`config.mk`:
```
export PLATFORM = sky130hd
export DESIGN_NAME = frac_lut4_cfg_writer
export DESIGN_NICKNAME = d
export VERILOG_FILES = /design/src/rtl/frac_lut4_cfg_writer_pkg.sv /design/src/rtl/frac_lut4_cfg_shifter.sv /design/src/rtl/frac_lut4_cfg_writer.sv
export SDC_FILE = /design/constraint.sdc
export NUM_CORES = 1
export LEC_CHECK = 0
export ABC_AREA = 1
export ABC_CLOCK_PERIOD_IN_PS = 5600
export CAP_MARGIN = 5
export CORE_MARGIN = 2
export CORE_UTILIZATION = 55
export DETAILED_ROUTE_END_ITERATION = 16
export PLACE_DENSITY = 0.81
export SLEW_MARGIN = 20
export SYNTH_ARGS = -nofsm -noshare
export SYNTH_HDL_FRONTEND = slang
export SYNTH_HIERARCHICAL = 1
export SYNTH_SLANG_ARGS = --single-unit
```
`constraint.sdc`:
```
create_clock -name C -period 5.6 [get_ports C]
set_input_delay 1.12 -clock C [delete_from_list [all_inputs] [get_ports C]]
set_output_delay 1.12 -clock C [all_outputs]
set_load 0.03 [all_outputs]
```
`src/rtl/frac_lut4_cfg_writer_pkg.sv`:
```
// Shared definitions for the frac_lut4 configuration writer: state encoding,
// LUT word geometry and the word-counter width helper.
package frac_lut4_cfg_writer_pkg;

  localparam int LUT_WORD_W = 16;
  localparam int BIT_CNT_W  = 5;

  localparam logic [BIT_CNT_W-1:0] LAST_BIT_IDX = BIT_CNT_W'(LUT_WORD_W - 1);

  typedef enum logic [2:0] {
    ST_IDLE  = 3'd0,
    ST_LOAD  = 3'd1,
    ST_SHIFT = 3'd2,
    ST_LATCH = 3'd3,
    ST_DONE  = 3'd4
  } state_e;

  // Wide enough to hold NUM_LUTS itself, so the counter never wraps in a pass.
  function automatic int word_cnt_width(input int n_luts);
    return $clog2(n_luts + 1);
  endfunction

endpackage

```
`src/rtl/frac_lut4_cfg_shifter.sv`:
```
// 16-bit LSB-first configuration shift register with its bit counter.
// o_last flags the 16th shift cycle of the current word.
module frac_lut4_cfg_shifter
  import frac_lut4_cfg_writer_pkg::*;
(
  input  logic                  i_clk,
  input  logic                  i_rst_n,
  input  logic                  i_clear,
  input  logic                  i_load,
  input  logic [LUT_WORD_W-1:0] i_data,
  input  logic                  i_shift,
  output logic                  o_bit0,
  output logic                  o_last
);

  logic [LUT_WORD_W-1:0] r_sr;
  logic [BIT_CNT_W-1:0]  r_bit_cnt;

  always_ff @(posedge i_clk or negedge i_rst_n) begin
    if (!i_rst_n) begin
      r_sr      <= '0;
      r_bit_cnt <= '0;
    end else if (i_clear) begin
      r_sr      <= '0;
      r_bit_cnt <= '0;
    end else if (i_load) begin
      r_sr      <= i_data;
      r_bit_cnt <= '0;
    end else if (i_shift) begin
      r_sr      <= {1'b0, r_sr[LUT_WORD_W-1:1]};
      r_bit_cnt <= r_bit_cnt + BIT_CNT_W'(1);
    end
  end

  assign o_bit0 = r_sr[0];
  assign o_last = (r_bit_cnt == LAST_BIT_IDX);

endmodule

```
`src/rtl/frac_lut4_cfg_writer.sv`:
```
// Streams NUM_LUTS truth-table words LSB-first into a frac_lut4 config chain,
// then pulses cfg_latch once to make the new masks active.
module frac_lut4_cfg_writer
  import frac_lut4_cfg_writer_pkg::*;
#(
  parameter int NUM_LUTS  = 4,
  parameter int SHIFT_LEN = 16
) (
  input  logic                  C,
  input  logic                  R,
  input  logic                  start,
  input  logic                  abort,
  input  logic                  word_valid,
  input  logic [LUT_WORD_W-1:0] word_data,
  output logic                  word_ready,
  output logic                  cfg_sdo,
  output logic                  cfg_sen,
  output logic                  cfg_latch,
  output logic                  busy,
  output logic                  done
);

  localparam int WCW = word_cnt_width(NUM_LUTS);
  localparam logic [WCW-1:0] LAST_WORD = WCW'(NUM_LUTS - 1);

  generate
    if (NUM_LUTS < 1 || NUM_LUTS > 256) begin : g_bad_num_luts
      $error("frac_lut4_cfg_writer: NUM_LUTS must be in 1..256");
    end
    if (SHIFT_LEN != LUT_WORD_W) begin : g_bad_shift_len
      $error("frac_lut4_cfg_writer: SHIFT_LEN must be 16");
    end
  endgenerate

  state_e         r_state;
  logic [WCW-1:0] r_word_cnt;
  logic           r_word_ready;
  logic           r_cfg_sen;
  logic           r_cfg_latch;
  logic           r_busy;
  logic           r_done;

  logic           w_in_load;
  logic           w_in_shift;
  logic           w_abort_pass;
  logic           w_xfer;
  logic           w_shift;
  logic           w_sr_bit0;
  logic           w_last_bit;

  assign w_in_load    = (r_state == ST_LOAD);
  assign w_in_shift   = (r_state == ST_SHIFT);
  assign w_abort_pass = abort && (w_in_load || w_in_shift);
  // Abort wins over a handshake landing in the same cycle.
  assign w_xfer       = w_in_load && word_valid && !abort;
  assign w_shift      = w_in_shift && !abort;

  frac_lut4_cfg_shifter u_shifter (
    .i_clk   (C),
    .i_rst_n (R),
    .i_clear (w_abort_pass),
    .i_load  (w_xfer),
    .i_data  (word_data),
    .i_shift (w_shift),
    .o_bit0  (w_sr_bit0),
    .o_last  (w_last_bit)
  );

  // Outputs are registered alongside the state so each reflects the state it belongs to.
  always_ff @(posedge C or negedge R) begin
    if (!R) begin
      r_state      <= ST_IDLE;
      r_word_cnt   <= '0;
      r_word_ready <= 1'b0;
      r_cfg_sen    <= 1'b0;
      r_cfg_latch  <= 1'b0;
      r_busy       <= 1'b0;
      r_done       <= 1'b0;
    end else begin
      case (r_state)
        ST_IDLE, ST_DONE: begin
          if (start) begin
            r_state      <= ST_LOAD;
            r_word_cnt   <= '0;
            r_done       <= 1'b0;
            r_busy       <= 1'b1;
            r_word_ready <= 1'b1;
          end
        end
        ST_LOAD: begin
          if (abort) begin
            r_state      <= ST_IDLE;
            r_word_ready <= 1'b0;
            r_busy       <= 1'b0;
          end else if (word_valid) begin
            r_state      <= ST_SHIFT;
            r_word_ready <= 1'b0;
            r_cfg_sen    <= 1'b1;
          end
        end
        ST_SHIFT: begin
          if (abort) begin
            r_state   <= ST_IDLE;
            r_cfg_sen <= 1'b0;
            r_busy    <= 1'b0;
          end else if (w_last_bit) begin
            r_cfg_sen <= 1'b0;
            if (r_word_cnt < LAST_WORD) begin
              r_state      <= ST_LOAD;
              r_word_cnt   <= r_word_cnt + WCW'(1);
              r_word_ready <= 1'b1;
            end else begin
              r_state     <= ST_LATCH;
              r_cfg_latch <= 1'b1;
            end
          end
        end
        ST_LATCH: begin
          r_state     <= ST_DONE;
          r_cfg_latch <= 1'b0;
          r_busy      <= 1'b0;
          r_done      <= 1'b1;
        end
        default: begin
          r_state      <= ST_IDLE;
          r_word_ready <= 1'b0;
          r_cfg_sen    <= 1'b0;
          r_cfg_latch  <= 1'b0;
          r_busy       <= 1'b0;
          r_done       <= 1'b0;
        end
      endcase
    end
  end

  assign word_ready = r_word_ready;
  assign cfg_sen    = r_cfg_sen;
  assign cfg_sdo    = r_cfg_sen & w_sr_bit0;
  assign cfg_latch  = r_cfg_latch;
  assign busy       = r_busy;
  assign done       = r_done;

endmodule
```
After elaboration in Yosys (flattened, before gate mapping)
Index checks and enable logic that the tools add are counted.
W data, S select, Z words.
{ "totals": {"reg_bits": 32, "input_bits": 21, "out_inout_bits": 6, "word_cells": 90} }
{ "op_classes": {"add_sub_neg": 2, "n_lt_le_gt_ge": 1, "n_eq_ne": 15, "n_mux": 38, "n_bitwise": 5, "reduce_logical": 20} }
{ "op_table": {"columns": ["operator", "n"], "rows": [
  ["$mux W16", 3],
  ["$mux W3", 9],
  ["$mux W1", 15],
  ["$mux W5", 3],
  ["$pmux W3 S4", 1],
  ["$ne A2 B2 Y1 const B", 5],
  ["$reduce_and A4 Y1", 2],
  ["$eq A3 B2 Y1 const B", 2],
  ["$ne A2 B1 Y1 const B", 3],
  ["$pmux W1 S3", 2],
  ["$pmux W3 S2", 1],
  ["$reduce_and A6 Y1", 1],
  ["$reduce_or A3 Y1", 2],
  ["$add A5 B1 Y5 const B", 1],
  ["$eq A5 B4 Y1 const B", 1],
  ["$reduce_and A5 Y1", 1],
  ["$logic_and A1 B1 Y1", 4],
  ["$not A1 Y1", 4],
  ["$pmux W1 S2", 2],
  ["$pmux W1 S4", 1],
  ["$reduce_and A2 Y1", 2],
  ["$reduce_or A2 Y1", 2],
  ["$add A3 B1 Y3 const B", 1],
  ["$eq A3 B1 Y1 const B", 1],
  ["other kinds (12)", 12]
]} }

Depth between registers and ports, before layout
Gate-level depths: netlist (run 1).
{ "logic_depth": {"word_depth": 5, "mapped_depth": 12, "depth_no_buf": 11} }

Hierarchy
Netlist (run 1), hierarchy kept.
{ "by_module_without_submodules": {"columns": ["module", "n_inst", "cells_each", "area_each_um2", "seq_area_each_um2"], "rows": [
  ["frac_lut4_cfg_shifter", 1, 155, 1124.8, 525.5],
  ["frac_lut4_cfg_writer", 1, 92, 651.9, 275.3]
]} }

Worst setup path after synthesis (run 1)
Ideal clock, no wire load.
{ "synth_path": {"kind": "input port to flip-flop", "startpoint": "input abort", "endpoint": "register u_shifter.r_sr[1]", "setup_time_ns": 0.118, "arrival_ns": 2.094, "slack_ns": 3.389, "cell_stages": 8, "path_buffers": 1, "path_cell_list": "inv_1 -> a21oi_1 -> nor2_2 -> nand2_2 -> inv_4 -> buf_6 -> nand2_1 -> nand2_1"} }
{ "synth_via": {"word_cells_on_any_way": 7, "classes_between": "mux (2); reduce/logical (5)"} }
{ "synth_rtl": {"columns": ["element", "line", "rtl"], "rows": [
  ["start: declaration", "frac_lut4_cfg_writer.sv:12", "input logic abort,"],
  ["$logic_and A1 B1 Y1 *", "frac_lut4_cfg_writer.sv:53", "assign w_abort_pass = abort && (w_in_load || w_in_shift);"],
  ["named net w_abort_pass", "frac_lut4_cfg_writer.sv:45", "logic w_abort_pass;"],
  ["$reduce_bool A3 Y1 (no line) or $mux W16 (tied branches)", null, null],
  ["end signal: assignment", "frac_lut4_cfg_shifter.sv:27", "r_sr <= i_data;"],
  ["end signal: assignment", "frac_lut4_cfg_shifter.sv:30", "r_sr <= {1'b0, r_sr[LUT_WORD_W-1:1]};"],
  ["end: declaration", "frac_lut4_cfg_shifter.sv:16", "logic [LUT_WORD_W-1:0] r_sr;"]
]} }
Mark *: on every way through the listed nets, which the timed path passes. The rest lies on a longest branch.
A chain may end at the register's enable or synchronous reset.

Final worst setup path (run 1)
{ "layout_path": {"startpoint": "input abort", "endpoint": "register u_shifter.r_sr[5]"} }
{ "layout_via": {"elab_chain_len": 4, "word_cells_on_any_way": 7, "classes_between": "mux (2); reduce/logical (5)"} }
{ "layout_rtl": {"columns": ["element", "line", "rtl"], "rows": [
  ["$logic_not A1 Y1 *", "frac_lut4_cfg_writer.sv:55", "assign w_xfer = w_in_load && word_valid && !abort;"],
  ["$logic_and A1 B1 Y1 *", "frac_lut4_cfg_writer.sv:55", null],
  ["named net w_xfer", "frac_lut4_cfg_writer.sv:46", "logic w_xfer;"],
  ["$mux W16", "frac_lut4_cfg_shifter.sv:26", "end else if (i_load) begin"],
  ["$mux W16", "frac_lut4_cfg_shifter.sv:23", "end else if (i_clear) begin"]
]} }
Marks and branches as above.

==> out/qor.csv, run 1 <==
metric;value;unit
cap_violations;0;
firstDrtPassIters;4;
vias;1512;
cts_tree;done;
clock_transition_at_the_register_clock_pins_on_the_worst_setup_and_hold_paths_after_cts;0.09;ns
power.ir.vdd_worst;0.2732;mV
fp.dieW;60.84;µm
totalNegativeSetupSlack;0;ns
syn_inst_count;247;
yosys.area.top_type;sky130_fd_sc_hd__dfrtp_1;
viasPerCell;4.710;
dieArea;3701;µm²
drt-wirelength-per-cell;10.16;µm
worst-endpoint-required;5.82;ns
flop_and_latch_count_out_of_synthesis;32;
io_pins;27;
critical_path_peak_fanout;15;
setup.worst_path.class;in -> reg;
power;0.9753;mW
buffer_ports.inserted;26;
clock_skew;0.009161;ns
yosysWarnings;6;
grt_overflow_total;0;
yosysSeqAreaShare;45.07;%
min-delay-path-class;reg -> reg;
hold_violations;0;
cts.sink_count;32;
first_pass_grt_wire_length;5602;µm
n_antenna_cell;0;
end_kind;flip-flop;
worst-slew-pin-transition;0.6100;ns
post_synth_main_area_contributors;sky130_fd_sc_hd__dfrtp_1 (45%), sky130_fd_sc_hd__nand2_1 (25%), sky130_fd_sc_hd__inv_1 (4.9%), sky130_fd_sc_hd__nor2_1 (3.8%), sky130_fd_sc_hd__nand3_1 (2.8%);
fillers;278;
synth.top_cell.area_share;45.07;%
synthDistinctLibCells;23;
std_cell_rows;20;
post_cts_buffers;0;
clk_latency;0.32;ns
status;completed;
dr_wl_met2;1526;µm
final_core_utilization;69.02;%
die_h;60.84;µm
routabilityCongestion;0.8389;
area_growth_syn_to_layout;18.59;%
cts-root-buf;sky130_fd_sc_hd__clkbuf_4;
highest_routing_layer_actually_used;met4;
h_tree_level_count;2;
layout_min_cycle_time;2.720;ns
post_synth.cell_area_avg;7.193;µm²
leakage;1.140;nW
critical_path_arrival;2.94;ns
post_cts_hold_buffer_count;0;
grt_pass1_vias;1322;
detail_route.wirelength;3262;µm
critPathMaxStageDelay;0.55;ns
cts.path.max_buffers;2;
cpLargestDelayFamily;buffers and inverters;
fin_hold_ws;0.4823;ns
drc;0;
synthesis.nets;271;
slew_headroom;59.33;%
timing.critical_path.mode_cell;sky130_fd_sc_hd__nand2_1;
drtIter0Drc;63;
dr_wl_met3;121;µm
timing.fmax;0.3676;GHz
grt_max_degree;33;
placeableCoreArea;3053;µm²
drv_slew;0;
hpwlAfterDp;2408;µm
cp_cell_sequence;clkdlybuf4s50_1 -> nor2_1 -> nand2_1 -> inv_1 -> nor2_2 -> nand2_2 -> inv_4 -> nand2_1 -> nand2_1 -> inv_1;
rsz_0062_raised_after_global_routing;no;
grt.total_usage;21.05;%
layout_nets;301;
fraction_of_final_layout_cells_with_drive_strength_greater_than_1;9.386;%
cp.buffers_inverters;4;
finalSetupViolCount;0;
cts_inserted_buffers;5;
wl_met1;1559;µm
grt_antenna_before_repair;0;
detail-route-antenna-nets;0;
critical-path-slowest-cell;sky130_fd_sc_hd__clkdlybuf4s50_1;
power.density;462.9;nW/µm²
post_route_clock_period_utilization;48.58;%
netlist_area_pre_place;1777;µm²
cts_resized;0;
setup.worst_path.start_class;input port;
start_util;58.20;%
[cells in the mapped netlist (all sizes together)]
master	n
nand2	121
dfrtp	32
inv	30
nor2	22
o21ai	15
nand3	11
a21oi	6
buf	4
ha	3
nand3b	1
nand4	1
xnor2	1
[layout by cell type, fill, tap and decap left out, drive strengths merged]
cell type      netlist  layout
clkinv               0       1
nand3               11      11
nand2              121     121
inv                 30      30
buf                  4       1
nand4                1       1
nand3b               1       1
a21oi                6       6
ha                   3       3
dfrtp               32      32
nor2                22      22
xnor2                1       1
clkdlybuf4s50        0      26
o21ai               15      15
clkbuf               0       6
[cell families (layout without fill, tap and decap cells)]
group,after synthesis,count (layout),synth area share (%)
AO/OA/AOI/OAI,21,21,6.760
XOR/XNOR,1,1,0.4930
adder cells (fa/ha/maj),3,3,2.113
buffers and inverters,34,64,8.662
flip-flops,32,32,45.07
AND/OR/NAND/NOR,156,156,36.90
[power by group]
part	internal, mW	switching [mW]	total, mW
combinational	0.176	0.320	0.496
clock	0.0462	0.0714	0.118
sequential	0.309	0.0527	0.361
[metrics by stage]
step	setup slack, ns	instance area, µm²	instances
2_1_floorplan	3.389	1777	247
3_3_place_gp	2.585	2061	314
3_5_place_dp	2.539	2061	314
4_1_cts	2.888	2107	321
5_1_grt	2.729	2107	321
6_report	2.880	2107	321
[worst reg2reg max path, stage by stage (launching register included)]
cell                      delay, ns
sky130_fd_sc_hd__dfrtp_1       0.47
sky130_fd_sc_hd__nor2_1        0.11
sky130_fd_sc_hd__nand2_1       0.15
sky130_fd_sc_hd__nor2_1        0.07
sky130_fd_sc_hd__nand2_1       0.08
sky130_fd_sc_hd__inv_1         0.18
sky130_fd_sc_hd__nor2_2        0.43
sky130_fd_sc_hd__nand2_2       0.15
sky130_fd_sc_hd__inv_4         0.18
sky130_fd_sc_hd__nand2_1       0.08
sky130_fd_sc_hd__nand2_1       0.06
sky130_fd_sc_hd__inv_1         0.03
[layer usage]
| metal | global-route usage (%) | vias to the layer above |
|---|---|---|
| li1 | - | 813 |
| met1 | 27.21 | 665 |
| met2 | 33.64 | 30 |
| met3 | 5.757 | 4 |
| met4 | 8.385 | 0 |
| met5 | 0 | - |
[registers in the layout, indices dropped and copies added, names as in the netlist]
name,count
busy,1
cfg_latch,1
word_ready,1
done,1
u_shifter/r_sr,16
r_state,3
r_word_cnt,3
cfg_sen,1
u_shifter/r_bit_cnt,5
[path summary, 6_finish.rpt]
check                      slack, ns                    from                             to  cells past startpoint
setup / recovery                2.88                   abort  u_shifter/r_sr[5]$_DFFE_PN0P_                     10
hold / removal                  0.48  word_ready$_DFFE_PN0P_         word_ready$_DFFE_PN0P_                      2
setup reg to reg                3.51  r_state[1]$_DFFE_PN0P_  u_shifter/r_sr[5]$_DFFE_PN0P_                     11
hold reg to reg                 0.48  word_ready$_DFFE_PN0P_         word_ready$_DFFE_PN0P_                      2
max in group asynchronous       4.12                       R  u_shifter/r_sr[0]$_DFFE_PN0P_                      2
min in group asynchronous       1.18                       R               done$_DFFE_PN0P_                      2
[area by class of cell]
class	count	area (µm²)	area share [%]
sequential	32	800.8	38.00
clock inverter	1	5.005	0.2375
clock buffer	6	41.29	1.960
tap	44	55.05	2.613
timing repair buffer	27	267.8	12.71
multi-input combinational	181	822.0	39.01
inverter	30	115.1	5.463
No activity file was read; power rests on OpenSTA's default activity.
==> inputs of run 2 (changes only) <==
--- a/config.mk
+++ b/config.mk
@@ -6,12 +6,12 @@
 export NUM_CORES = 1
 export LEC_CHECK = 0
 export ABC_AREA = 1
-export ABC_CLOCK_PERIOD_IN_PS = 5600
+export ABC_CLOCK_PERIOD_IN_PS = 2500
 export CAP_MARGIN = 5
 export CORE_MARGIN = 2
-export CORE_UTILIZATION = 55
+export CORE_UTILIZATION = 48
 export DETAILED_ROUTE_END_ITERATION = 16
-export PLACE_DENSITY = 0.81
+export PLACE_DENSITY = 0.75
 export SLEW_MARGIN = 20
 export SYNTH_ARGS = -nofsm -noshare
 export SYNTH_HDL_FRONTEND = slang
==> constraint.sdc (replaced) <==
create_clock -name C -period 2.5 [get_ports C]
set_input_delay 0.5 -clock C [delete_from_list [all_inputs] [get_ports C]]
set_output_delay 0.5 -clock C [all_outputs]
set_load 0.03 [all_outputs]
==> out/qor.csv, run 2 (synthesis gave the netlist of run 1 again) <==
metric;value;unit;change
drt-wirelength-per-cell;10.75;µm;+5.8%
cap_violations;0;;unchanged
cts_inserted_buffers;5;;unchanged
rsz_0062_raised_after_global_routing;no;;
die_h;64.84;µm;+6.6%
reg2reg_depth;12;;+1
dieArea;4204;µm²;+14%
final_cell_area;2207;µm²;+4.8%
drv_slew;0;;unchanged
buffer_ports.inserted;26;;unchanged
clk_latency;0.29;ns;-0.03 ns
cts.path.max_buffers;2;;unchanged
finalSetupViolCount;0;;unchanged
setup.worst_path.start;cfg_sen$_DFFE_PN0P_;;
most-common-layout-cells;sky130_fd_sc_hd__nand2_1 (116), sky130_fd_sc_hd__dfrtp_1 (32), sky130_fd_sc_hd__clkdlybuf4s50_1 (26);;
final_core_utilization;61.21;%;-7.8 points
hold_violations;0;;unchanged
setup.worst_path.class;reg -> out;;
critical_path_peak_fanout;3;;-12
cp.buffers_inverters;2;;-2
hpwlAfterDp;2519;µm;+4.6%
totalNegativeSetupSlack;0;ns;unchanged
clock_skew;0.009272;ns;+0.0001117 ns
firstDrtPassIters;4;;unchanged
layout_nets;305;;+1.3%
layout_min_cycle_time;1.952;ns;
n_antenna_cell;0;;unchanged
clock_transition_at_the_register_clock_pins_on_the_worst_setup_and_hold_paths_after_cts;0.07;ns;-0.02 ns
worst-endpoint-required;2.00;ns;-3.82 ns
pre_cts_ws;0.4190;ns;-2.120 ns
leakage;1.187;nW;+4.1%
setup.worst_path.start_class;flip-flop;;
grt_overflow_total;0;;unchanged
cp_num_cells;3;;-7
critPathMaxStageDelay;0.65;ns;+0.10 ns
post_cts_hold_buffer_count;0;;unchanged
post_cts_buffers;0;;unchanged
rr_endpoint;u_shifter/r_sr[3]$_DFFE_PN0P_;;
drtIter0Drc;91;;+44%
min-delay-path-class;reg -> reg;;
critical-path-slowest-cell;sky130_fd_sc_hd__clkdlybuf4s50_1;;
drc;0;;unchanged
timing.fmax;0.5124;GHz;
cp_cell_sequence;nand2_1 -> inv_1 -> clkdlybuf4s50_1;;
start_util;49.27;%;-8.9 points
cts_tree;done;;
io_pins;27;;unchanged
cpLargestDelayFamily;buffers and inverters;;
placeableCoreArea;3606;µm²;+18%
routabilityCongestion;0.9248;;+10%
grt_max_degree;33;;unchanged
reg.largest.list;u_shifter/r_sr x16, u_shifter/r_bit_cnt x5;;
fin_hold_ws;0.4775;ns;-0.004801 ns
post_route_clock_period_utilization;78.07;%;
grt_pass1_vias;1365;;+3.3%
worst-slew-pin-transition;0.4071;ns;-0.2030 ns
power.ir.vdd_worst;0.5642;mV;+110%
cts-root-buf;sky130_fd_sc_hd__clkbuf_8;;
largest_register_ffs;16;;unchanged
status;completed;;
cts_resized;0;;unchanged
final.setup.worst_slack;0.5482;ns;-2.331 ns
r2r_slack;0.59;ns;-2.92 ns
detail_route.wirelength;3547;µm;+8.7%
detail-route-antenna-nets;0;;unchanged
fraction_of_final_layout_cells_with_drive_strength_greater_than_1;11.35;%;+2.0 points
h_tree_level_count;2;;unchanged
slew_headroom;72.86;%;+14 points
endpoint;cfg_sdo;;
leading_cell_type_in_the_layout_fill_and_taps_excluded;sky130_fd_sc_hd__nand2_1;;
hold_path_startpoint;word_ready$_DFFE_PN0P_;;
r2r-start;r_state[1]$_DFFE_PN0P_;;
cts.sink_count;32;;unchanged
vias;1551;;+2.6%
viasPerCell;4.700;;-0.22%
holdPathStages;2;;unchanged
area_growth_syn_to_layout;24.23;%;
end_kind;primary output;;
std_cell_rows;22;;+10%
grt_antenna_before_repair;0;;unchanged
critical_path_arrival;1.45;ns;-1.49 ns
fillers;327;;+18%
grt.total_usage;18.87;%;-2.2 points
power.density;1122;nW/µm²;+140%
registers.top_by_ff_count;u_shifter/r_sr;;
first_pass_grt_wire_length;6085;µm;+8.6%
placed_cell_area;2096;µm²;+1.7%
fp.dieW;64.84;µm;+6.6%
run 2: changes by cell type in the layout (fill, tap and decap cells not counted), sizes merged:
cell	before	now
bufinv	0	1
clkbuf	6	5
buf	1	5
clkinvlp	0	1
run 2: how the worst min path moves through the flow:
stage	end	slack (ns)
4_1_cts	cfg_latch$_DFFE_PN0P_	0.48
3_3_place_gp	cfg_latch$_DFFE_PN0P_	0.45
2_1_floorplan	busy$_DFFE_PN0P_	0.20
5_1_grt	busy$_DFFE_PN0P_	0.51
3_5_place_dp	cfg_latch$_DFFE_PN0P_	0.47
6_report	word_ready$_DFFE_PN0P_	0.48
run 2: routing by layer:
layer / global-route usage [%] / share of wire (%)
met5: 0 / 0
met3: 5.903 / 5.8
met1: 24.97 / 46
met2: 28.87 / 46
met4: 7.181 / 1.6
run 2: metrics by stage:
stage,total power [mW],cells
floorplan,1.716,247
global placement,1.962,322
detailed placement,1.983,322
CTS,2.492,330
global route,2.692,330
finish,2.476,330
run 2: area by class of cell:
class                      instances  area [µm²]  area share [%]
timing repair buffer              31       297.8           13.49
inverter                          30       115.1           5.215
clock inverter                     3       42.54           1.927
multi-input combinational        181       822.0           37.24
sequential                        32       800.8           36.28
tap                               48       60.06           2.721
clock buffer                       5       68.82           3.118
run 2: where the power goes:
part	total, mW	internal (mW)	switching (mW)
combinational	1.16	0.425	0.736
clock	0.500	0.295	0.206
sequential	0.815	0.692	0.123
run 2: worst register-to-register path, cell delays in order, from the launching register on:
cell and delay, ns:
sky130_fd_sc_hd__dfrtp_1 0.45, sky130_fd_sc_hd__nor2_1 0.20, sky130_fd_sc_hd__nand2_1 0.16, sky130_fd_sc_hd__nor2_1 0.15
sky130_fd_sc_hd__nand2_1 0.08, sky130_fd_sc_hd__inv_1 0.09, sky130_fd_sc_hd__buf_4 0.18, sky130_fd_sc_hd__inv_2 0.11
sky130_fd_sc_hd__nor2_4 0.18, sky130_fd_sc_hd__nand2_1 0.07, sky130_fd_sc_hd__nand2_1 0.06, sky130_fd_sc_hd__nand2_1 0.06
sky130_fd_sc_hd__inv_1 0.05
